[config.mk]
export PLATFORM = sky130hd
export DESIGN_NAME = fifo_wr_arbiter
export DESIGN_NICKNAME = d
export VERILOG_FILES = /design/src/rtl/fifo_wr_arbiter.sv
export SDC_FILE = /design/constraint.sdc
export NUM_CORES = 1
export LEC_CHECK = 0
export CORE_ASPECT_RATIO = 0.9
export CORE_MARGIN = 3
export CORE_UTILIZATION = 48
export CTS_CLUSTER_SIZE = 25
export DETAILED_ROUTE_END_ITERATION = 10
export MAX_ROUTING_LAYER = met4
export PLACE_DENSITY = 0.87
export SETUP_SLACK_MARGIN = 0.3
export SYNTH_ARGS = -nofsm -noshare
export SYNTH_HDL_FRONTEND = slang
export SYNTH_SLANG_ARGS = --single-unit
[constraint.sdc]
create_clock -name i_clk -period 8.3 [get_ports i_clk]
set_input_delay 0.83 -clock i_clk [delete_from_list [all_inputs] [get_ports i_clk]]
set_output_delay 0.83 -clock i_clk [all_outputs]
set_load 0.01 [all_outputs]
[src/rtl/fifo_wr_arbiter.sv]
// Purpose : round-robin arbiter sharing one FIFO write port among NUM_REQ producers,
//           with bounded bursts, full/almostfull gating and write-ack checking.
// Latency : accept (o_gnt, combinational) -> o_fifo_wr_en/o_fifo_data_in one cycle later.
// Backpressure: no grant while the FIFO is full, or almostfull with a write in flight.
//
// Ports:
//   i_clk, i_rst          clock (posedge) and async active-high reset
//   i_req, i_req_data     per-requester request and data (slice i = [i*DATA_WIDTH +: DATA_WIDTH])
//   o_gnt                 one-hot accept; the word is taken at this posedge
//   o_fifo_wr_en/_data_in registered FIFO write
//   i_fifo_full/_almostfull/_wr_ack/_overflow  FIFO status
//   o_owner_id            current/last owner
//   o_ack_err, o_err_cnt  missing-ack pulse and saturating count
module fifo_wr_arbiter #(
  parameter int NUM_REQ    = 4,
  parameter int DATA_WIDTH = 16,
  parameter int MAX_BURST  = 4,
  localparam int IW        = (NUM_REQ > 1) ? $clog2(NUM_REQ) : 1
) (
  input  logic                          i_clk,
  input  logic                          i_rst,
  input  logic [NUM_REQ-1:0]            i_req,
  input  logic [NUM_REQ*DATA_WIDTH-1:0] i_req_data,
  output logic [NUM_REQ-1:0]            o_gnt,
  output logic                          o_fifo_wr_en,
  output logic [DATA_WIDTH-1:0]         o_fifo_data_in,
  input  logic                          i_fifo_full,
  input  logic                          i_fifo_almostfull,
  input  logic                          i_fifo_wr_ack,
  input  logic                          i_fifo_overflow,
  output logic [IW-1:0]                 o_owner_id,
  output logic                          o_ack_err,
  output logic [7:0]                    o_err_cnt
);

  localparam int BW = $clog2(MAX_BURST + 1);

  typedef enum logic [1:0] {S_IDLE, S_BURST, S_STALL} state_t;

  state_t                r_state;
  logic [IW-1:0]         r_owner;
  logic [IW-1:0]         r_rr;
  logic [BW-1:0]         r_burst;
  logic                  r_wr_en;
  logic [DATA_WIDTH-1:0] r_data;
  logic                  r_pending;
  logic                  r_ack_err;
  logic [7:0]            r_err_cnt;

  logic                  w_blocked;
  logic                  w_owner_req;
  logic                  w_burst_max;
  logic                  w_continue;
  logic                  w_rotate;
  logic [IW-1:0]         w_owner_inc;
  logic [IW-1:0]         w_base;
  logic [IW-1:0]         w_idx;
  logic [IW-1:0]         w_pick;
  logic                  w_any;
  logic                  w_gnt_en;
  logic [IW-1:0]         w_gnt_idx;
  logic [DATA_WIDTH-1:0] w_gnt_data;
  logic                  w_ack_bad;

  // An almostfull FIFO with a write already in flight has no slot for another.
  assign w_blocked   = i_fifo_full | (i_fifo_almostfull & r_wr_en);
  assign w_owner_req = i_req[r_owner];
  assign w_burst_max = (r_burst == BW'(MAX_BURST));
  assign w_continue  = w_owner_req & ~w_blocked & ~w_burst_max;
  // Owner gives up the port: burst used up or nothing more to send.
  assign w_rotate    = (r_state == S_BURST) & ~w_continue & (w_burst_max | ~w_owner_req);
  assign w_owner_inc = (r_owner == IW'(NUM_REQ - 1)) ? '0 : r_owner + 1'b1;
  // On rotation the search starts after the old owner in the same cycle.
  assign w_base      = w_rotate ? w_owner_inc : r_rr;

  // First requester at or after w_base; scanning downward lets the nearest one win.
  always_comb begin
    w_any  = 1'b0;
    w_pick = w_base;
    w_idx  = w_base;
    for (int k = NUM_REQ - 1; k >= 0; k--) begin
      w_idx = IW'((int'(w_base) + k) % NUM_REQ);
      if (i_req[w_idx]) begin
        w_pick = w_idx;
        w_any  = 1'b1;
      end
    end
  end

  always_comb begin
    w_gnt_en  = 1'b0;
    w_gnt_idx = r_owner;
    case (r_state)
      S_IDLE: begin
        if (w_any && !w_blocked) begin
          w_gnt_en  = 1'b1;
          w_gnt_idx = w_pick;
        end
      end
      S_BURST: begin
        if (w_continue) begin
          w_gnt_en = 1'b1;
        end else if (w_rotate && w_any && !w_blocked) begin
          w_gnt_en  = 1'b1;
          w_gnt_idx = w_pick;
        end
      end
      S_STALL: begin
        if (!w_blocked) begin
          if (w_owner_req) begin
            w_gnt_en = 1'b1;
          end else if (w_any) begin
            w_gnt_en  = 1'b1;
            w_gnt_idx = w_pick;
          end
        end
      end
      default: ;
    endcase
  end

  always_comb begin
    w_gnt_data = '0;
    for (int i = 0; i < NUM_REQ; i++) begin
      if (w_gnt_idx == IW'(i)) w_gnt_data = i_req_data[i*DATA_WIDTH +: DATA_WIDTH];
    end
  end

  // Reset forces the grant low immediately even though requests may be up.
  assign o_gnt     = (w_gnt_en && !i_rst) ? (NUM_REQ'(1) << w_gnt_idx) : '0;
  assign w_ack_bad = r_pending & (~i_fifo_wr_ack | i_fifo_overflow);

  always_ff @(posedge i_clk or posedge i_rst) begin
    if (i_rst) begin
      r_state   <= S_IDLE;
      r_owner   <= '0;
      r_rr      <= '0;
      r_burst   <= '0;
      r_wr_en   <= 1'b0;
      r_data    <= '0;
      r_pending <= 1'b0;
      r_ack_err <= 1'b0;
      r_err_cnt <= '0;
    end else begin
      r_wr_en <= w_gnt_en;
      if (w_gnt_en) r_data <= w_gnt_data;

      r_pending <= r_wr_en;
      r_ack_err <= w_ack_bad;
      if (w_ack_bad && r_err_cnt != 8'hFF) r_err_cnt <= r_err_cnt + 1'b1;

      // IDLE, rotation and an abandoned stall all fall into the same re-arbitration.
      if ((r_state == S_IDLE) || w_rotate || (r_state == S_STALL && !w_blocked && !w_owner_req)) begin
        if (w_rotate) r_rr <= w_owner_inc;
        if (w_any) begin
          r_owner <= w_pick;
          if (!w_blocked) begin
            r_burst <= BW'(1);
            r_state <= S_BURST;
          end else begin
            r_burst <= '0;
            r_state <= S_STALL;
          end
        end else begin
          r_burst <= '0;
          r_state <= S_IDLE;
        end
      end else if (r_state == S_BURST) begin
        if (w_continue) r_burst <= r_burst + 1'b1;
        else            r_state <= S_STALL;
      end else if (r_state == S_STALL) begin
        // Stalled owner resumes with its burst count intact.
        if (!w_blocked) begin
          r_burst <= r_burst + 1'b1;
          r_state <= S_BURST;
        end
      end else begin
        r_state <= S_IDLE;
      end
    end
  end

  assign o_fifo_wr_en   = r_wr_en;
  assign o_fifo_data_in = r_data;
  assign o_owner_id     = r_owner;
  assign o_ack_err      = r_ack_err;
  assign o_err_cnt      = r_err_cnt;

endmodule
==> results of run 1 <==
[stage by stage]
step / total power, mW / utilization
floorplan: 0.689 / -
global placement: 0.891 / 0.701
detailed placement: 0.910 / 0.701
CTS: 1.05 / 0.720
global route: 1.12 / 0.720
finish: 1.05 / 0.720
[power by group through the flow]
stage / clock (mW) / sequential (mW) / combinational (mW)
after floorplan: 0 / 0.320 / 0.369
after global placement: 0 / 0.309 / 0.582
after detailed placement: 0 / 0.312 / 0.598
after CTS: 0.139 / 0.310 / 0.600
after global routing: 0.145 / 0.323 / 0.654
final: 0.137 / 0.311 / 0.599
[state kept, by name (all words and copies together) (netlist names)]
register and cells:
r_pending 1, o_fifo_wr_en 1, o_owner_id 2, o_err_cnt 8, o_fifo_data_in 16, r_state 2
r_burst 3, o_ack_err 1, r_rr 2
[layer usage]
metal | vias to the layer above | wire, um | track usage
met4 | 0 | 104 | 0.0665
li1 | 1322 | - | -
met5 | - | 0 | -
met3 | 8 | 501 | 0.0526
met2 | 117 | 3790 | 0.405
met1 | 1277 | 3200 | 0.318
[final timing paths]
check                                          start                              to  slack, ns  cells after the start
max in group asynchronous                      i_rst        o_err_cnt[6]$_DFFE_PP0P_       6.88                      3
max reg2reg                o_owner_id[0]$_DFFE_PP0N_  o_fifo_data_in[12]$_DFFE_PP0N_       4.52                      8
min in group asynchronous                      i_rst   o_fifo_data_in[3]$_DFFE_PP0N_       1.09                      3
min                           o_fifo_wr_en$_DFF_PP0_             r_pending$_DFF_PP0_       0.49                      0
max                                         i_req[0]                        o_gnt[2]       2.72                      7
min reg2reg                   o_fifo_wr_en$_DFF_PP0_             r_pending$_DFF_PP0_       0.49                      0
[worst max-delay path, stage by stage]
cell,delay [ns]
clkdlybuf4s50_1,0.56
or4_1,0.67
nand2_1,0.17
a21o_1,0.58
clkinv_1,0.96
and4_1,0.50
clkdlybuf4s50_1,0.48
[cell families after synthesis]
| group | after synthesis | share of synthesized area |
|---|---|---|
| buf+inv | 37 | 0.0710 |
| flops | 36 | 0.336 |
| compound gates | 60 | 0.171 |
| simple gates | 131 | 0.243 |
| mux | 35 | 0.134 |
| fa+ha+maj | 4 | 0.0187 |
| xor+xnor | 8 | 0.0261 |
[cells in the mapped netlist (6+ instances only)]
| cell | n | area share |
|---|---|---|
| nand3_1 | 36 | 0.067 |
| a21oi_1 | 9 | 0.017 |
| o21ai_0 | 7 | 0.013 |
| nor2_1 | 10 | 0.014 |
| nor3_1 | 36 | 0.067 |
| buf_6 | 6 | 0.025 |
| nand2_1 | 31 | 0.043 |
| clkbuf_1 | 12 | 0.017 |
| mux2i_1 | 32 | 0.12 |
| inv_1 | 12 | 0.017 |
| o211ai_1 | 17 | 0.048 |
| dfrtp_1 | 36 | 0.34 |
[final cells by class]
cell class	instances	share of cell area
tap	67	0.0219
multi-input combinational	238	0.421
timing repair buffer	109	0.283
clock buffer	6	0.0216
clock inverter	2	0.00360
inverter	14	0.0137
sequential	36	0.235
==> impl_metrics.py, run 1 <==
metrics = {
    "setup_path": {
        "worstPathArrival_ns": 4.75,
        "start_kind": "input pin",
        "crit_required_ns": 7.47,
        "crit_type": "input pin to output port",
        "critPathMaxFanout": 35,
        "worst_setup_path_end_kind": "output port",
    },
    "timing": {
        "fmax_mhz": 179,
        "finalSetupViolations": 0,
        "timing.final.ws_setup_ns": 2.72,
        "rsz0062_at_grt": "no",
        "min_period_ns": 5.58,
        "slew_violations": 0,
        "slew_headroom": 0.150,
        "setup_tns_ns": 0,
        "worstMarginPinSlew_ns": 1.27,
        "skew_ns": 0.00746,
        "holdWs_ns": 0.486,
        "period_share": 0.673,
        "final_hold_viol_count": 0,
    },
    "layout": {
        "syn_to_final_growth_pct": 42.8,
        "nFillCells": 437,
        "drive_gt1_frac": 0.0716,
        "multi_input_area_mm2": 0.00161,
        "layout_common_cells": "clkdlybuf4s50_1, nand3_1, nor3_1, dfrtp_1, mux2i_1",
        "ff_latch_area_um2": 901,
        "final_cells": 472,
        "diodes": 0,
        "final_common_cell": "clkdlybuf4s50_1",
        "nNetsFinal": 482,
        "fin_area_mm2": 0.00383,
    },
    "power": {
        "p_leak_nw": 1.66,
        "vdd_drop_max_mv": 0.164,
        "p_per_area_mw_per_mm2": 274,
        "p_sw_uw": 441,
        "p_comb_frac": 0.573,
        "swShare": 0.421,
        "seqPwrFrac": 0.297,
        "clkPwrFrac": 0.131,
        "intPower_uw": 606,
    },
    "yosys": {
        "async_flop_share": 1.00,
        "ys.flop_type": "dfrtp_1",
        "syn_inst": 311,
        "avgSynthCellArea_um2": 8.62,
        "yosys_warnings": 0,
        "synth_edf_count": 0,
        "syn-num-nets": 389,
        "synth_area_mm2": 0.00268,
        "ys_ff_latch": 36,
        "synth_cell_types": 55,
        "ys_seq_area_frac": 0.336,
    },
    "clocking": {
        "post_cts_resized": 0,
        "clk_pin_slew_ns": 0.08,
        "h-tree-depth": 2,
        "cts_inserted_buffers": 5,
        "clockBufferDepth": 2,
        "clock_sinks": 36,
        "cts_tree": "yes",
        "hold_buffers": 0,
        "postCtsSetupBuffers": 0,
        "worstSkewPairLatency_ns": 0.29,
        "clockRootBuffer": "clkbuf_8",
    },
    "floorplanning": {
        "dieArea_mm2": 0.00652,
        "rows": 25,
        "initial_core_util": 0.504,
        "die_w_um": 84.8,
        "die_y_um": 76.9,
        "io_pins": 106,
        "core_area_mm2": 0.00532,
    },
    "global_route": {
        "track_usage": 0.250,
        "overflow": 0,
        "grt_pass1_vias": 2739,
        "grt_pass1_wl_mm": 13.0,
        "antenna_found_initial": 0,
        "grt_max_degree": 37,
    },
    "route": {
        "drc": 0,
        "drt_iter0_drc": 137,
        "drt-vias-per-instance": 5.77,
        "dr.pass1.iters": 4,
        "route.vias.total": 2724,
        "avgRoutedWirePerCell_um": 16.1,
        "routed_wirelength_mm": 7.60,
        "antenna_left": 0,
    },
    "placed_design": {
        "port_buffers": 105,
        "dpl_worst_slack_ns": 2.72,
        "dp.cells": 464,
        "dpl.hpwl_mm": 5.64,
        "placed_area_mm2": 0.00373,
        "gp_congestion": 0.904,
    },
    "run": {
        "maxCapViolations": 0,
    },
    "status": {
        "status": "finished, final reports clean",
    },
    "worst_hold_path": {
        "hp-class": "flop to flop",
    },
}
Note: power is estimated with default switching activity, not from simulation.
==> inputs of run 2 (changes only) <==
--- a/config.mk
+++ b/config.mk
@@ -7,11 +7,11 @@
 export LEC_CHECK = 0
 export CORE_ASPECT_RATIO = 0.9
 export CORE_MARGIN = 3
-export CORE_UTILIZATION = 48
+export CORE_UTILIZATION = 40
 export CTS_CLUSTER_SIZE = 25
 export DETAILED_ROUTE_END_ITERATION = 10
 export MAX_ROUTING_LAYER = met4
-export PLACE_DENSITY = 0.87
+export PLACE_DENSITY = 0.78
 export SETUP_SLACK_MARGIN = 0.3
 export SYNTH_ARGS = -nofsm -noshare
 export SYNTH_HDL_FRONTEND = slang
==> constraint.sdc (replaced) <==
create_clock -name i_clk -period 4.55 [get_ports i_clk]
set_input_delay 0.455 -clock i_clk [delete_from_list [all_inputs] [get_ports i_clk]]
set_output_delay 0.455 -clock i_clk [all_outputs]
set_load 0.01 [all_outputs]
==> impl_metrics.py, run 2 (synthesis gave the netlist of run 1 again) <==
metrics = {
    "status": {
        "status": "finished, final reports clean",
    },
    "global_route": {
        "top_usage_layer": "met2",
        "grt_pass1_vias": 2678,
        "grt_pass1_wl_mm": 12.9,
        "track_usage": 0.208,
        "antenna_found_initial": 0,
        "gr-usage-met3": 0.0532,
        "grt_util_met2": 0.332,
        "met1_usage": 0.269,
        "overflow": 0,
        "grt_max_degree": 37,
    },
    "clocking": {
        "cts_inserted_buffers": 5,
        "worstSkewPairLatency_ns": 0.28,
        "clockRootBuffer": "clkbuf_8",
        "clk_pin_slew_ns": 0.08,
        "hold_buffers": 0,
        "clockBufferDepth": 2,
        "h-tree-depth": 2,
        "clock_sinks": 36,
        "cts_tree": "yes",
    },
    "timing": {
        "holdWs_ns": 0.462,
        "fmax_mhz": 244,
        "worstMarginPinSlew_ns": 0.566,
        "finalSetupViolations": 0,
        "period_share": 0.901,
        "final_hold_viol_count": 0,
        "slew_headroom": 0.623,
        "min_period_ns": 4.10,
        "slew_violations": 0,
        "rsz0062_at_grt": "yes",
        "skew_ns": 0.00411,
        "setup_tns_ns": 0,
    },
    "layout": {
        "drive_gt1_frac": 0.0809,
        "syn_to_final_growth_pct": 44.4,
        "final_common_cell": "clkdlybuf4s50_1",
        "nFillCells": 537,
        "diodes": 0,
        "largest_reg_flops": 16,
        "layout_common_cells": "clkdlybuf4s50_1, nand3_1, nor3_1, dfrtp_1, mux2i_1",
        "ff_latch_area_um2": 901,
        "nNetsFinal": 485,
        "multi_input_area_mm2": 0.00162,
    },
    "run": {
        "maxCapViolations": 0,
    },
    "setup_path": {
        "crit_chain": "clkdlybuf4s50_1 > or4_1 > nand2_1 > a211oi_2 > a21oi_1 > nor2_1 > a32oi_4 > inv_1 > nor4_2 > clkdlybuf4s50_1",
        "cp_slowest_cell": "or4_1",
        "cpMostUsedCell": "clkdlybuf4s50_1",
        "worstPathArrival_ns": 3.64,
        "start_kind": "input pin",
        "worst_setup_path_end_kind": "output port",
        "max_stage_delay_ns": 0.68,
        "crit_type": "input pin to output port",
        "critPathMaxFanout": 9,
        "crit_required_ns": 4.09,
    },
    "floorplanning": {
        "initial_core_util": 0.424,
        "core_area_mm2": 0.00632,
        "dieArea_mm2": 0.00772,
        "io_pins": 106,
        "die_y_um": 83.7,
        "rows": 27,
        "die_w_um": 92.3,
    },
    "power": {
        "p_leak_nw": 1.67,
        "vdd_drop_max_mv": 0.193,
        "p_per_area_mw_per_mm2": 488,
    },
    "placed_design": {
        "dpl.hpwl_mm": 5.73,
        "port_buffers": 105,
        "gp_congestion": 0.851,
    },
    "route": {
        "dr.pass1.iters": 4,
        "route.vias.total": 2720,
        "antenna_left": 0,
        "avgRoutedWirePerCell_um": 15.7,
        "drt_iter0_drc": 122,
        "drt-vias-per-instance": 5.49,
        "drc": 0,
        "routed_wirelength_mm": 7.79,
    },
    "worst_hold_path": {
        "hp-class": "flop to flop",
    },
}
-- run 2: changes by cell type in the layout (fill, tap and decap cells not counted) --
cell	previous run	this run
a211oi_1	2	1
clkbuf_8	6	5
clkinv_2	1	2
inv_6	1	0
buf_4	4	7
clkinv_4	0	1
a211oi_2	0	1
-- run 2: final cells by class --
| class | instances | share of cell area |
|---|---|---|
| Multi-Input combinational cell | 238 | 0.418 |
| Timing Repair Buffer | 112 | 0.285 |
| Sequential cell | 36 | 0.233 |
| Tap cell | 87 | 0.0281 |
| Clock buffer | 5 | 0.0178 |
| Inverter | 14 | 0.0136 |
| Clock inverter | 3 | 0.00485 |
-- run 2: worst max-delay path, delay by kind of cell --
family                 cells  cell delay (ns)
buffers and inverters      3             1.22
and+or+nand+nor            4             1.21
AOI/OAI and AO/OA          3             0.74
-- run 2: through the flow --
stage	utilization	power, mW	cell area, um2	setup WS [ns]	instances
CTS	0.612	1.90	3860	0.415	495
finish	0.613	1.89	3870	0.451	495
detailed placement	0.598	1.67	3780	0.433	487
global placement	0.598	1.65	3780	0.548	487
global route	0.613	2.03	3870	0.208	495
floorplan	-	1.26	2680	1.46	311
-- run 2: final timing paths --
check	start	endpoint	slack, ns	cells after the start
setup / recovery	i_req[0]	o_gnt[0]	0.45	10
hold / removal	o_fifo_wr_en$_DFF_PP0_	r_pending$_DFF_PP0_	0.46	0
setup reg to reg	o_owner_id[0]$_DFFE_PP0N_	o_fifo_data_in[11]$_DFFE_PP0N_	1.06	10
hold reg to reg	o_fifo_wr_en$_DFF_PP0_	r_pending$_DFF_PP0_	0.46	0
max in group asynchronous	i_rst	r_burst[1]$_DFFE_PP0P_	3.50	3
min in group asynchronous	i_rst	o_fifo_data_in[2]$_DFFE_PP0N_	0.72	3
-- run 2: what timing repair did --
action	CTS	global route
endpoints found under the setup margin	0	2
gates resized for setup	0	1
buffers inserted	0	0
-- run 2: per-layer routing --
metal	up-vias	wire, um
li1	1338	-
met1	1266	3400
met2	112	3740
met3	4	604
met4	0	42
met5	-	0
-- run 2: power by group --
group	switching, mW	internal [mW]	total (mW)
Combinational	0.554	0.541	1.10
Sequential	0.122	0.444	0.566
Clock	0.120	0.107	0.226
Total	0.796	1.09	1.89
==> inputs of run 3 (changes only) <==
--- a/config.mk
+++ b/config.mk
@@ -5,6 +5,7 @@
 export SDC_FILE = /design/constraint.sdc
 export NUM_CORES = 1
 export LEC_CHECK = 0
+export ABC_CLOCK_PERIOD_IN_PS = 4550
 export CORE_ASPECT_RATIO = 0.9
 export CORE_MARGIN = 3
 export CORE_UTILIZATION = 40
==> results of run 3 <==
The final DEF is identical to that of run 2; final timing and power are the same.
